File: src/rtl/genreg_bus_master.sv
// Initiator for the generic register bus: turns host read/write burst commands into one-cycle
// select strobes. Optional fixed-address bursts are enabled by the macro GENREG_FIXED_ADDR_EN.
module genreg_bus_master #(
    parameter int RD_LATENCY = 1
) (
    input  logic        clk,
    input  logic        reset,
    input  logic        cmd_valid,
    output logic        cmd_ready,
    input  logic        cmd_rd,
    input  logic [15:0] cmd_addr,
    input  logic [7:0]  cmd_len,
`ifdef GENREG_FIXED_ADDR_EN
    input  logic        cmd_fixed,
`endif
    input  logic        wdata_valid,
    output logic        wdata_ready,
    input  logic [31:0] wdata,
    output logic        rdata_valid,
    input  logic        rdata_ready,
    output logic [31:0] rdata,
    output logic        rdata_last,
    output logic [31:0] addr_ctrl,
    output logic [31:0] bus_wdata,
    input  logic [31:0] bus_rdata,
    output logic        busy,
    output logic [7:0]  debug
);

    // Every host stream (cmd, wdata, rdata) transfers on a rising edge where valid and
    // ready are both high; valid never waits on ready, and the sender holds its payload until then.

    typedef enum logic [2:0] {
        IDLE    = 3'd0,
        WR_WAIT = 3'd1,
        STROBE  = 3'd2,
        RD_WAIT = 3'd3,
        RSP     = 3'd4
    } state_t;

    localparam logic [1:0] LAT_INIT = 2'(RD_LATENCY - 1);

    state_t      state;
    logic [15:0] addr;
    logic        rd;
    logic        fixed;
    logic [7:0]  beats_left;
    logic [1:0]  lat_cnt;
    logic [15:0] next_addr;

    assign cmd_ready = (state == IDLE);
    assign next_addr = fixed ? addr : addr + 16'd1;
    assign debug     = {state, 1'b0, beats_left[3:0]};

`ifdef GENREG_FIXED_ADDR_EN
    always_ff @(posedge clk or posedge reset) begin
        if (reset)
            fixed <= 1'b0;
        else if (state == IDLE && cmd_valid)
            fixed <= cmd_fixed;
    end
`else
    assign fixed = 1'b0;
`endif

    always_ff @(posedge clk or posedge reset) begin
        if (reset) begin
            state       <= IDLE;
            addr        <= 16'd0;
            rd          <= 1'b0;
            beats_left  <= 8'd0;
            lat_cnt     <= 2'd0;
            addr_ctrl   <= 32'd0;
            bus_wdata   <= 32'd0;
            rdata       <= 32'd0;
            rdata_valid <= 1'b0;
            rdata_last  <= 1'b0;
            wdata_ready <= 1'b0;
            busy        <= 1'b0;
        end else begin
            case (state)
                IDLE: begin
                    if (cmd_valid) begin
                        addr       <= cmd_addr;
                        rd         <= cmd_rd;
                        beats_left <= cmd_len;
                        busy       <= 1'b1;
                        if (cmd_rd) begin
                            addr_ctrl <= {cmd_addr, 14'd0, 2'b11};
                            state     <= STROBE;
                        end else begin
                            wdata_ready <= 1'b1;
                            state       <= WR_WAIT;
                        end
                    end
                end
                WR_WAIT: begin
                    if (wdata_valid) begin
                        bus_wdata   <= wdata;
                        addr_ctrl   <= {addr, 14'd0, 2'b01};
                        wdata_ready <= 1'b0;
                        state       <= STROBE;
                    end
                end
                STROBE: begin
                    // Select lives for exactly this one cycle; the address/direction bits stay put.
                    addr_ctrl[0] <= 1'b0;
                    if (rd) begin
                        lat_cnt <= LAT_INIT;
                        state   <= RD_WAIT;
                    end else if (beats_left == 8'd0) begin
                        busy  <= 1'b0;
                        state <= IDLE;
                    end else begin
                        addr        <= next_addr;
                        beats_left  <= beats_left - 8'd1;
                        wdata_ready <= 1'b1;
                        state       <= WR_WAIT;
                    end
                end
                RD_WAIT: begin
                    if (lat_cnt == 2'd0) begin
                        rdata       <= bus_rdata;
                        rdata_valid <= 1'b1;
                        rdata_last  <= (beats_left == 8'd0);
                        state       <= RSP;
                    end else begin
                        lat_cnt <= lat_cnt - 2'd1;
                    end
                end
                RSP: begin
                    if (rdata_ready) begin
                        rdata_valid <= 1'b0;
                        rdata_last  <= 1'b0;
                        if (beats_left == 8'd0) begin
                            busy  <= 1'b0;
                            state <= IDLE;
                        end else begin
                            addr       <= next_addr;
                            beats_left <= beats_left - 8'd1;
                            addr_ctrl  <= {next_addr, 14'd0, 2'b11};
                            state      <= STROBE;
                        end
                    end
                end
                default: begin
                    busy  <= 1'b0;
                    state <= IDLE;
                end
            endcase
        end
    end

endmodule

File: config.mk
export PLATFORM = sky130hd
export DESIGN_NAME = genreg_bus_master
export DESIGN_NICKNAME = d
export VERILOG_FILES = /design/src/rtl/genreg_bus_master.sv
export SDC_FILE = /design/constraint.sdc
export NUM_CORES = 1
export LEC_CHECK = 0
export BUFFER_PORTS_ARGS = -buffer_cell sky130_fd_sc_hd__buf_2
export CORE_MARGIN = 3
export CORE_UTILIZATION = 51
export CTS_CLUSTER_DIAMETER = 100
export DETAILED_ROUTE_END_ITERATION = 6
export PLACE_DENSITY = 0.81
export SLEW_MARGIN = 20
export SYNTH_ARGS = -nofsm -noshare
export SYNTH_HDL_FRONTEND = slang
export SYNTH_SLANG_ARGS = --single-unit
File: constraint.sdc
create_clock -name clk -period 3.7 [get_ports clk]
set_input_delay 0.185 -clock clk [delete_from_list [all_inputs] [get_ports clk]]
set_output_delay 0.185 -clock clk [all_outputs]
set_load 0.02 [all_outputs]
Word level (Yosys, flattened, before mapping). Index checks and enable logic that the tools add are counted.

Register bits after elaboration: 130. Output and inout port bits: 109. Word-level logic and storage cells: 98.

$add $sub $neg: 3. Equality and inequality tests: 15. Multiplexer cells: 45. Bitwise logic cells: 1. Reduce and logical (&&, ||, !) cells: 21.

Operators by type and width (number): $mux 32 (5); $pmux 31 s3 (1); $mux 16 (4); $pmux 16 s3 (1); $mux 8 (4); $pmux 8 s3 (1); $ne 2x2->1 const B (10); $reduce_and 6->1 (3); $add 16x1->16 const B (1); $mux 3 (5); $pmux 3 s5 (1); $mux 1 (13); $reduce_and 4->1 (3); $reduce_bool 3->1 (3); $logic_not 8->1 (1); $mux 2 (4); $pmux 1 s4 (2); $sub 8x1->8 const B (1); $eq 3x2->1 const B (2); $reduce_and 2->1 (3); $reduce_and 3->1 (2); $pmux 1 s2 (2); $pmux 2 s2 (1); $reduce_bool 2->1 (2); other kinds (10) (10).

Depth between registers and ports, before layout.
Depth in word-level cells: 4. Gate-level depth with buffers: 9. Mapped depth without buffers: 6.

Worst setup path after synthesis. OpenSTA, ideal clock, no wires.

Path type: flip-flop to flip-flop. From: register state[0]. To: register addr_ctrl[22]. Setup time: 95 ps. Data arrival time: 1679 ps. Required time: 3605 ps. Path slack: 1925 ps. Stages on the path, launching flop included: 10. Buffers on the path: 4. Cell sequence: dfrtp_1 > buf_2 > nor2b_1 > clkbuf_1 > nand2_1 > o2111ai_2 > buf_4 > buf_4 > nand2_1 > o31ai_1.

Cells in the longest elaborated chain, start to end: 3.

Ends and longest elaborated chain: from (decl) (RTL line 43) `state_t state;`; from (signal assigned) (RTL line 68) `state <= IDLE;`; from (signal assigned) (RTL line 90) `state <= STROBE;`; from (signal assigned) (RTL line 93) `state <= WR_WAIT;`; $eq 3x3->1 (tied with other cells) (RTL line 81) `case (state)`; $ne 2x2->1 (no line) (tied with other cells); $reduce_and 6->1 (no line); to (signal assigned) (RTL line 89) `addr_ctrl <= {cmd_addr, 14'd0, 2'b11};`; to (signal assigned) (RTL line 100) `addr_ctrl <= {addr, 14'd0, 2'b01};`; to (signal assigned) (RTL line 141) `addr_ctrl <= {next_addr, 14'd0, 2'b11};`; to (decl) (RTL line 23) `output logic [31:0] addr_ctrl,`.

Parallel ways exist; a longest one is shown, timed or not. A chain may end at the register's enable or synchronous reset.

Final worst setup path.
From: register state[2]. To: register addr[15].

Cells in the longest elaborated chain, start to end: 3.

Ends and longest elaborated chain: $eq 3x3->1 (tied with other cells) (RTL line 81); $ne 2x2->1 (no line) or $reduce_bool 3->1 (tied branches); $reduce_and 4->1 (no line); to (signal assigned) (RTL line 84) `addr <= cmd_addr;`; to (signal assigned) (RTL line 115) `addr <= next_addr;`; to (signal assigned) (RTL line 139) `addr <= next_addr;`; to (decl) (RTL line 44) `logic [15:0] addr;`.

Parallel ways exist; a longest one is shown, timed or not.

==> key figures <==
Clock network
  • Clock buffer count from CTS: 17
  • CTS tree: done
  • Max H-tree Level: 4
  • CTS Root Cell: clkbuf_16
  • Clock buffer depth: 2
  • CTS resizes: 0
  • Hold_buf cts: 34
  • Clk slew on worst S/H paths: 60 ps
  • Sink Count: 116
  • Post-CTS Repair Setup Buffers: 0
  • Clk_lat worst skew: 410 ps

Setup path
  • CP required: 4050 ps
  • CP max stage cell: dfrtp_1
  • Bufs and invs on worst path: 0
  • Worst EP arrival: 3220 ps
  • Crit path kind: reg -> reg
  • Top delay family on crit path: compound AO/OA/AOI/OAI gates
  • Worst path cell trace: nand2b_1 -> a21o_1 -> o211ai_2 -> o21ai_0 -> a21bo_2
  • Worst-path maximum fanout: 34
  • Critical path's largest stage delay: 1040 ps
  • CP startpoint kind: flip-flop
  • Crit. End Element: flip-flop

Floorplanning
  • Die area: 13100 um^2
  • IO Pins: 203
  • Core area: 11200 um^2
  • Starting density of the core: 53.6%
  • Die height: 114 um
  • Number of placement rows: 38
  • Chip width: 114 um

STA
  • Hold Vio Cnt, Final: 0
  • Max-Slew Margin vs Limit: 29.7%
  • Final setup fails: 0
  • Clk_skew: 6.27 ps
  • RSZ-0062 raised after global routing: no
  • Setup ws final: 840 ps
  • Fin. max-slew vios: 0
  • Min Tclk post-route: 2860 ps
  • Max Clk Rate: 350 MHz
  • Final period util: 77.3%
  • TNS Setup: 0 ps
  • Worst-Margin Slew: 1050 ps

Logic synthesis
  • Syn Area/Cell: 10.5 um^2
  • Dominant cell type by area after synthesis: dfrtp_1
  • Post-Syn Instances: 570
  • Yosys cell types: 67
  • Seq/Total Area, Yosys: 48.4%
  • EDFF count, synth: 0
  • Fraction of registers with async set/reset: 100%
  • Ys Warns: 0
  • Synthesized flop and latch total: 116
  • Top cells by area, synth: dfrtp_1, mux2_2, o21ai_0, a21oi_1, buf_4
  • Netlist Area Pre-Place: 5990 um^2
  • Top FF cell, synth: dfrtp_1
  • Top-area cell type share of the netlist area: 48.4%

Global route
  • Met1 GRT Util: 33.0%
  • GR met3 Demand/Resource: 9.36%
  • Global-route met2 utilization: 44.4%
  • GRT overflow: 0
  • Grt peak-use layer: met2
  • Gr usage total: 27.1%
  • Vias in the first global route: 5373
  • Antenna violations before repair: 0
  • Global-route wire length before repair: 27600 um
  • Largest net degree at the start of global routing: 83

Route
  • Via count: 5316
  • Antenna-violating nets left: 0
  • DRT iter0 DRCs: 448
  • Avg WL per Cell: 18.7 um
  • Final wirelength: 17400 um
  • Vias per cell: 5.70
  • Drt first pass iters: 5
  • # DRC: 0

Final layout
  • # fillers: 815
  • Ant. Diodes: 0
  • Nets: 877
  • Cell Count, Final, Fillers Out: 932
  • P&R area growth vs syn: 29.4%
  • Fin area: 7760 um^2
  • End-of-flow core utilization: 69.4%
  • Share of layout cells above drive strength 1: 39.0%

Placed design
  • PortBufs: 187
  • Placed cell count: 865
  • RePlAce Congestion: 0.915
  • Pre-CTS setup slack: 927 ps
  • Placed Area: 6850 um^2
  • Hpwl dp: 11800 um

Min path
  • Worst Hold Class: in -> async

Power and ir drop
  • Worst ir drop on vdd: 0.728 mV
  • PwrDens: 1000 nW/um^2
  • Lkg Pwr: 3.63 nW

Status
  • Status: completed

Run
  • Max-cap violations: 0
[per-stage QoR]
| stage | hold WS (ps) | power (mW) |
|---|---|---|
| after detailed placement | 421 | 6.11 |
| after global placement | 398 | 5.97 |
| after CTS | 0.370 | 7.72 |
| final | 10.2 | 7.75 |
| after global routing | 1.20 | 8.25 |
| after floorplan | 317 | 5.12 |
[cell type report]
type                    instances  area, um^2  area share (%)
clock buffers                  20         457            5.89
clock inverters                12         104            1.34
inverters                      12        47.5           0.613
multi-input cells             398        2690            34.7
flip-flops and latches        116        2900            37.4
well taps                     140         175            2.26
repair buffers                234        1380            17.7
[registers in the layout, summed over array words and instances (netlist names)]
signal,flops
state,3
lat_cnt,2
bus_wdata,32
addr_ctrl,18
rdata,32
rdata_last,1
busy,1
wdata_ready,1
rdata_valid,1
beats_left,8
addr,16
rd,1
[cell families after synthesis]
| family | share of synthesized area [%] |
|---|---|
| AOI/OAI and AO/OA | 17.2 |
| and+or+nand+nor | 12.2 |
| DFF | 48.4 |
| buffers and inverters | 7.54 |
| muxes | 12.7 |
| xor gates and xnor gates | 1.02 |
| adders and majority gates | 0.835 |
| other | 0.0626 |
[where the power goes]
part | switching [mW] | leakage, nW | internal (mW) | total, mW
sequential | 0.563 | 1.37 | 1.90 | 2.47
combinational | 2.28 | 1.99 | 1.45 | 3.73
clock | 0.599 | 0.273 | 0.957 | 1.56
[cell usage in the layout (no fill, tap or decap), types with 3 or more instances in the layout]
cell type      synthesis  routed
or3_1                  4       4
a22oi_1                6       6
a222oi_1               5       5
clkinv_2               0       5
a2bb2oi_1              4       4
conb_1                 1      15
nand3_1               20      20
a31oi_1                6       6
nor2b_1                4       4
o21ai_0               51      51
a21o_1                 4       4
a21oi_1               45      44
o22ai_1                6       6
clkbuf_16              0      17
buf_2                 18     187
mux2_2                63      63
nand2_1               43      43
ha_1                   4       4
and3_1                 7       7
nand2b_1               6       6
mux2i_1                4       4
clkinvlp_4             0       3
o31ai_1                3       3
xor2_1                 4       4
dlygate4sd3_1          0      35
dfrtp_1              116     116
nor2_1                30      30
inv_6                  0       3
nor3_1                 8       8
inv_1                 10       9
a22o_1                 9       9
buf_4                 23      12
xnor2_1                3       3
[final timing paths]
path                       cells past startpoint  slack [ps]                       from                   endpoint
max in group asynchronous                      3        2830                      reset       rdata[0]$_DFFE_PP0P_
max reg2reg                                    5         840       state[2]$_DFFE_PP0P_       addr[15]$_DFFE_PP0P_
min                                            2          10                      reset  bus_wdata[27]$_DFFE_PP0P_
min in group clk                               2          10               bus_rdata[6]       rdata[6]$_DFFE_PP0P_
max                                            5         840       state[2]$_DFFE_PP0P_       addr[15]$_DFFE_PP0P_
min reg2reg                                    2         470  addr_ctrl[21]$_DFFE_PP0P_  addr_ctrl[21]$_DFFE_PP0P_
[synthesized netlist by cell type (4+ instances only)]
master     number
and3_1          7
nor2_1         30
a21o_1          4
or3_1           4
o22ai_1         6
dfrtp_1       116
nor3_1          8
clkbuf_1       10
nor2b_1         4
nand2_1        43
buf_4          23
xor2_1          4
inv_1          10
a31oi_1         6
nand3_1        20
a22o_1          9
a21oi_1        45
a222oi_1        5
o21ai_0        51
mux2_2         63
ha_1            4
buf_2          18
mux2i_1         4
a22oi_1         6
a2bb2oi_1       4
nand2b_1        6
[layer usage]
| layer | vias up | part of all wire [%] |
|---|---|---|
| met5 | - | 0 |
| met4 | 0 | 1.5 |
| met3 | 24 | 9.3 |
| met2 | 248 | 51 |
| met1 | 2585 | 39 |
| li1 | 2459 | - |
(Power assumes the default switching activity.)
